## src/rtl/edgetracing_accel_addr_gen.sv

```systemverilog
// Raster-scan address generator: drives the external row*stride multiplier and
// adds the column index, delayed to line up with the product, to form each pixel address.
module edgetracing_accel_addr_gen #(
  parameter int ROW_W   = 13,
  parameter int COL_W   = 11,
  parameter int ADDR_W  = 24,
  parameter int MUL_LAT = 3
) (
  input  logic              ap_clk,
  input  logic              ap_rst_n,
  input  logic              start,
  input  logic [ROW_W-1:0]  rows,
  input  logic [COL_W-1:0]  cols,
  input  logic [COL_W-1:0]  stride,
  output logic              busy,
  output logic              done,
  output logic [ROW_W-1:0]  mul_din0,
  output logic [COL_W-1:0]  mul_din1,
  output logic              mul_ce,
  input  logic [ADDR_W-1:0] mul_dout,
  output logic [ADDR_W-1:0] out_addr,
  output logic              out_last,
  output logic              out_valid,
  input  logic              out_ready
);

  typedef enum logic [1:0] {IDLE, SCAN, DRAIN, DONE} state_t;

  state_t             state, state_nxt;
  logic [ROW_W-1:0]   rows_q, row_cnt;
  logic [COL_W-1:0]   cols_q, stride_q, col_cnt;
  logic               ce, issue, col_end, row_end, issue_last;

  logic [COL_W-1:0]   col_p [MUL_LAT];
  logic [MUL_LAT-1:0] vld_p;
  logic [MUL_LAT-1:0] last_p;

  function automatic logic [ADDR_W-1:0] addr_sum(input logic [ADDR_W-1:0] prod,
                                                 input logic [COL_W-1:0]  col);
    return prod + ADDR_W'(col);
  endfunction

  // A stalled output beat freezes everything upstream, including the multiplier.
  assign ce         = ~(out_valid & ~out_ready);
  assign mul_ce     = ce;
  assign mul_din0   = row_cnt;
  assign mul_din1   = stride_q;
  assign busy       = (state != IDLE);
  assign done       = (state == DONE);

  assign issue      = (state == SCAN) && ce;
  assign col_end    = (col_cnt == cols_q - 1'b1);
  assign row_end    = (row_cnt == rows_q - 1'b1);
  assign issue_last = col_end && row_end;

  always_comb begin
    state_nxt = state;
    case (state)
      IDLE: begin
        if (start) begin
          if (rows == '0 || cols == '0) state_nxt = DONE;
          else                          state_nxt = SCAN;
        end
      end
      SCAN:  if (issue && issue_last) state_nxt = DRAIN;
      DRAIN: if (out_valid && out_ready && out_last) state_nxt = DONE;
      DONE:  state_nxt = IDLE;
      default: state_nxt = IDLE;
    endcase
  end

  always_ff @(posedge ap_clk) begin
    if (!ap_rst_n) state <= IDLE;
    else           state <= state_nxt;
  end

  always_ff @(posedge ap_clk) begin
    if (!ap_rst_n) begin
      rows_q   <= '0;
      cols_q   <= '0;
      stride_q <= '0;
      row_cnt  <= '0;
      col_cnt  <= '0;
    end else if (ce) begin
      if (state == IDLE && start) begin
        rows_q   <= rows;
        cols_q   <= cols;
        stride_q <= stride;
        row_cnt  <= '0;
        col_cnt  <= '0;
      end else if (issue) begin
        if (col_end) begin
          col_cnt <= '0;
          row_cnt <= row_cnt + 1'b1;
        end else begin
          col_cnt <= col_cnt + 1'b1;
        end
      end
    end
  end

  // Stage p0..p(MUL_LAT-1): column/last/valid travel beside the multiplier pipeline.
  always_ff @(posedge ap_clk) begin
    if (!ap_rst_n) begin
      for (int i = 0; i < MUL_LAT; i++) col_p[i] <= '0;
      vld_p     <= '0;
      last_p    <= '0;
      out_valid <= 1'b0;
      out_last  <= 1'b0;
      out_addr  <= '0;
    end else if (ce) begin
      col_p[0] <= col_cnt;
      for (int i = 1; i < MUL_LAT; i++) col_p[i] <= col_p[i-1];
      vld_p     <= {vld_p[MUL_LAT-2:0], issue};
      last_p    <= {last_p[MUL_LAT-2:0], issue && issue_last};
      // Output stage: product meets its delayed column.
      out_valid <= vld_p[MUL_LAT-1];
      out_last  <= last_p[MUL_LAT-1];
      out_addr  <= addr_sum(mul_dout, col_p[MUL_LAT-1]);
    end
  end

endmodule

```

## config.mk

```make
export PLATFORM = sky130hd
export DESIGN_NAME = edgetracing_accel_addr_gen
export DESIGN_NICKNAME = d
export VERILOG_FILES = /design/src/rtl/edgetracing_accel_addr_gen.sv
export SDC_FILE = /design/constraint.sdc
export NUM_CORES = 1
export LEC_CHECK = 0
export BUFFER_PORTS_ARGS = -buffer_cell sky130_fd_sc_hd__buf_2
export CORE_MARGIN = 2
export CORE_UTILIZATION = 35
export DETAILED_ROUTE_END_ITERATION = 8
export PLACE_DENSITY_LB_ADDON = 0.3
export SYNTH_ARGS = -nofsm -noshare
export SYNTH_HDL_FRONTEND = slang
export SYNTH_SLANG_ARGS = --single-unit
```

## constraint.sdc

```tcl
create_clock -name ap_clk -period 8.8 [get_ports ap_clk]
set_clock_uncertainty 0.15 [all_clocks]
set_input_delay 0 -clock ap_clk [delete_from_list [all_inputs] [get_ports ap_clk]]
set_output_delay 0 -clock ap_clk [all_outputs]
set_load 0.05 [all_outputs]
```

### After elaboration in Yosys (flattened, before gate mapping)

Memories as Yosys holds them, arrays and structs flattened.
Index checks and enable logic that the tools add are counted.
Widths: inputs -> output; s select.

| storage, ports and cells | value |
|---|---|
| logic and storage cells | 66 |
| input port bits | 63 |
| memories kept | 1 |
| RAM bits | 33 |
| register bits | 93 |
| output and inout port bits | 53 |

Memory list:

| memory | depth | width | rd ports | clocked after memory_dff | wr ports | RTL line | RTL |
|---|---|---|---|---|---|---|---|
| col_p | 3 | 11 | 3 | 0 | 3 | 34 | `logic [COL_W-1:0] col_p [MUL_LAT];` |

| cells by class | value |
|---|---|
| reduce and logical (&&, ||, !) cells | 17 |
| bitwise operators | 6 |
| add/subtract/negate cells | 5 |
| equality and inequality tests | 8 |
| muxes and demuxes | 18 |

Operators with widths:

| operator | number |
|---|---|
| $mux 11 | 6 |
| $mux 13 | 3 |
| $add 24x11->24 | 1 |
| $add 13x1->13 const B | 1 |
| $eq 13x13->1 | 1 |
| $logic_not 13->1 | 1 |
| $sub 13x1->13 const B | 1 |
| $add 11x1->11 const B | 1 |
| $eq 11x11->1 | 1 |
| $logic_not 11->1 | 1 |
| $sub 11x1->11 const B | 1 |
| $mux 2 | 4 |
| $pmux 2 s4 | 1 |
| $logic_and 1x1->1 | 6 |
| $reduce_and 3->1 | 2 |
| $reduce_bool 2->1 | 3 |
| $eq 2x2->1 const B | 2 |
| $mux 1 | 4 |
| $ne 2x2->1 const B | 2 |
| $reduce_and 2->1 | 2 |
| $or 1x1->1 | 3 |
| $eq 2x1->1 const B | 1 |
| $logic_not 2->1 | 1 |
| $ne 2x1->1 const B | 1 |
| 3 further kinds | 4 |

### Logic depth before layout (Yosys ltp)

| logic depth | value |
|---|---|
| word-level depth | 7 |
| depth in mapped cells | 13 |

### Worst setup path before layout

OpenSTA, ideal clock, no wires.

| timing | value |
|---|---|
| path type | flip-flop to flip-flop |
| from | register cols_q[0] |
| to | register row_cnt[5], in the netlist mul_din0[5] |
| slack | 5592 ps |
| path buffers | 3 |
| stages on the path, launching flop included | 14 |
| required time | 8589 ps |
| data arrival time | 2997 ps |
| path through | dfxtp_1 -> clkbuf_1 -> inv_1 -> ha_1 -> nor4b_2 -> a221o_1 -> o311ai_0 -> nor2_1 -> or4b_4 -> buf_6 -> a21o_4 -> buf_6 -> or4_1 -> nand2_1 |

| on the way | value |
|---|---|
| cells in the longest elaborated chain, start to end | 4 |

RTL lines:

| item | RTL line | RTL |
|---|---|---|
| start: declaration | 31 | `logic [COL_W-1:0] cols_q, stride_q, col_cnt;` |
| start signal: assignment | 87 | `cols_q <= cols;` |
| $sub 11x1->11 | 52 | `assign col_end = (col_cnt == cols_q - 1'b1);` |
| $eq 11x11->1 | 52 |  |
| $reduce_bool 2->1 (no line) | - |  |
| $reduce_and 3->1 (no line) | - |  |
| end signal: assignment | 94 | `row_cnt <= row_cnt + 1'b1;` |
| end: declaration | 30 | `logic [ROW_W-1:0] rows_q, row_cnt;` |

No other way between the ends.
A chain may end at the register's enable or synchronous reset.

==> flow_metrics.env <==
export IMPL_ys_flop_type="dfxtp_1"
export IMPL_gp_congestion=0.8103
export IMPL_synth_top_area_share_pct=28.98
export IMPL_die_area_mm2=0.01946
export IMPL_dr_total_vias=5780
export IMPL_coreArea_mm2=0.01796
export IMPL_grt_pass1_vias=5218
export IMPL_rsz0062_at_grt="false"
export IMPL_htreeDepth=4
export IMPL_synthAdderAreaFrac_pct=4.206
export IMPL_syn_to_final_growth_pct=32.99
export IMPL_use_met2_pct=25.44
export IMPL_yosysWarnings=0
export IMPL_cts_resized=0
export IMPL_io_pins=116
export IMPL_drc=0
export IMPL_period_minus_slack_ns=3.964
export IMPL_critPathRequiredTime_ns=9.01
export IMPL_post_drt_wl_per_cell_um=13.68
export IMPL_synth_nets=820
export IMPL_hold_path_cell_count=3
export IMPL_synthArstFlopShare_pct=0
export IMPL_finalNonFillerCells=1151
export IMPL_grt_ovfl_total=0
export IMPL_synth_edff_count=33
export IMPL_cp_end_kind="flip-flop"
export IMPL_power_mw=2.039
export IMPL_synth_xor_area_share_pct=7.907
export IMPL_drt_pass1_iterations=4
export IMPL_cts_tree="done"
export IMPL_critical_path_class="reg2reg"
export IMPL_cts_clk_slew_worst_paths_ns=0.06
export IMPL_numClockSinks=126
export IMPL_start_kind="flip-flop"
export IMPL_drt_iter0_markers=350
export IMPL_cap_viol_max_count=0
export IMPL_grt_max_degree=60
export IMPL_grtUsageTotal_pct=15.98
export IMPL_drt_total_wl_um=15740
export IMPL_drive_gt1_share_pct=18.33
export IMPL_start_util_pct=35.77
export IMPL_critPathArrivalTime_ns=4.17
export IMPL_holdWs_ns=0.02836
export IMPL_numPortBuffers=115
export IMPL_hpwlAfterDp_um=10180
export IMPL_reg2regPathDepth=13
export IMPL_synthCells=736
export IMPL_syn_area_per_cell_um2=8.730
export IMPL_finalSetupViolations=0
export IMPL_crit_fanout=7
export IMPL_antenna_found_initial=0
export IMPL_synthSimpleGateAreaFrac_pct=24.99
export IMPL_synth_top_family_by_area="simple AND/OR/NAND/NOR gates"
export IMPL_p_leak_nw=3.710
export IMPL_slew_violations=0
export IMPL_placed_cells=1049
export IMPL_layout_common_cells="138 x nand2_1, 115 x buf_2, 93 x dfxtp_1"
export IMPL_ctsLongestPathBuffers=2
export IMPL_power_density_mw_per_mm2=238.6
export IMPL_period_share_pct=45.05
export IMPL_clkLatencyLatePin_ns=0.42
export IMPL_status="complete, no violations"
export IMPL_seq_area_frac_synth_pct=44.40
export IMPL_fin_nets=993
export IMPL_max_freq_mhz=252.3
export IMPL_dieWidth_um=139.5
export IMPL_ys_ff_latch=126
export IMPL_fp_dieH_um=139.5
export IMPL_setup_tns_ns=0
export IMPL_ir_worst_vdd_mv=0.1676
export IMPL_worstMarginPinSlew_ns=0.7970
export IMPL_hold_viol_final=0
export IMPL_rr_startpoint="col_p[0][22]"
export IMPL_grt_pass1_wl_um=25670
export IMPL_netlist_cell_type_count=66
export IMPL_synth_compound_gate_area_share_pct=13.53
export IMPL_rows=49
export IMPL_layout_commonest_cell="nand2_1"
export IMPL_cts_root_buf="clkbuf_16"
export IMPL_synth_area_mm2=0.006425
export IMPL_startpoint="col_p[0][22]"
export IMPL_busiest_layer="met2"
export IMPL_synthMuxAreaShare_pct=1.110
export IMPL_use_met3_pct=3.889
export IMPL_maxSlewHeadroom_pct=46.67
export IMPL_hp_start="ap_rst_n"
export IMPL_use_met1_pct=21.55
export IMPL_cts_buffers=17
export IMPL_synth_area_leaders="dfxtp_1 29%, edfxtp_1 15%, nand2_1 8.1%"
export IMPL_drt_vias_per_instance=5.022
export IMPL_min_delay_path_class="in2reg"
export IMPL_diodes=0
export IMPL_ant_nets=0
export IMPL_yosys_area_top_type="dfxtp_1"
## cell usage after synthesis, types with 3 or more instances
library cell,count
o21ai_0,22
or3_1,6
xor2_1,27
ha_1,20
nor4_1,11
nor3b_1,5
nand2_1,138
xnor2_1,31
nand4_1,10
mux2i_1,6
nor2_1,52
nand2b_1,3
a2111oi_0,3
nand3_1,11
nor2b_1,9
edfxtp_1,33
and3_1,41
a21oi_1,68
or4_1,9
a211o_1,4
a32oi_1,3
o211ai_1,3
nor3_1,10
clkbuf_1,33
dfxtp_1,93
a21o_1,4
buf_2,3
o31ai_1,8
buf_6,3
inv_1,20
a211oi_1,3
## worst paths after layout
| path | end | slack, ns |
|---|---|---|
| max reg2reg | out_addr[22] | 4.84 |
| max | out_addr[22] | 4.84 |
| min reg2reg | vld_p[1] | 0.31 |
| min | state[1] | 0.03 |
## through the flow
step | setup slack, ns | cell area, µm² | utilization (%)
2_1_floorplan | 5.592 | 6425 | -
3_3_place_gp | 5.554 | 7178 | 39.96
3_5_place_dp | 5.444 | 7178 | 39.96
4_1_cts | 4.873 | 8544 | 47.57
5_1_grt | 4.674 | 8544 | 47.57
6_report | 4.836 | 8544 | 47.57
## where the power goes
part           leakage, nW  switching [mW]  internal, mW
Combinational         2.22           0.339         0.213
Clock                0.321           0.265         0.517
Sequential            1.17          0.0568         0.648
## sequential cells by signal (all words and copies together) (netlist names), 3 cells and up
name	flops
col_cnt	11
col_p	33
mul_din0	13
last_p	3
out_addr	24
vld_p	3
cols_q	11
mul_din1	11
rows_q	13
## kinds of logic after synthesis
kind of cell | count (synthesis)
and+or+nand+nor | 325
DFF | 126
buffers and inverters | 59
adders and majority gates | 21
xor gates and xnor gates | 58
AOI/OAI and AO/OA | 140
muxes | 7
## layout make-up
class	instances	area, µm²
fill	1702	9419
multi-input combinational	551	3328
sequential	126	2853
timing repair buffer	193	1336
clock buffer	21	493.0
tap	229	286.5
clock inverter	11	172.7
inverter	20	75.07
## worst max-delay path, stage by stage, from the launching register on
cell	delay (ns)
edfxtp_1	0.37
ha_1	0.21
inv_1	0.08
fa_1	0.19
nor2b_1	0.07
o2111ai_1	0.24
a31oi_1	0.18
and4_1	0.24
a2111oi_1	0.45
buf_4	0.23
o21ai_0	0.07
dlygate4sd3_1	0.56
a311oi_1	0.28
dlygate4sd3_1	0.58
## metal layers
layer  vias up  wire length [µm]
met2       168              7032
li1       2949                 -
met4         0               208
met3        16               882
met5         -                 0
met1      2647              7617
## timing repair
| action | in CTS | in global routing |
|---|---|---|
| endpoints found under the hold margin | 67 | 0 |
| setup buffers | 0 | 0 |
| hold buffers | 70 | 0 |
Power figures use the tool's default switching activity.
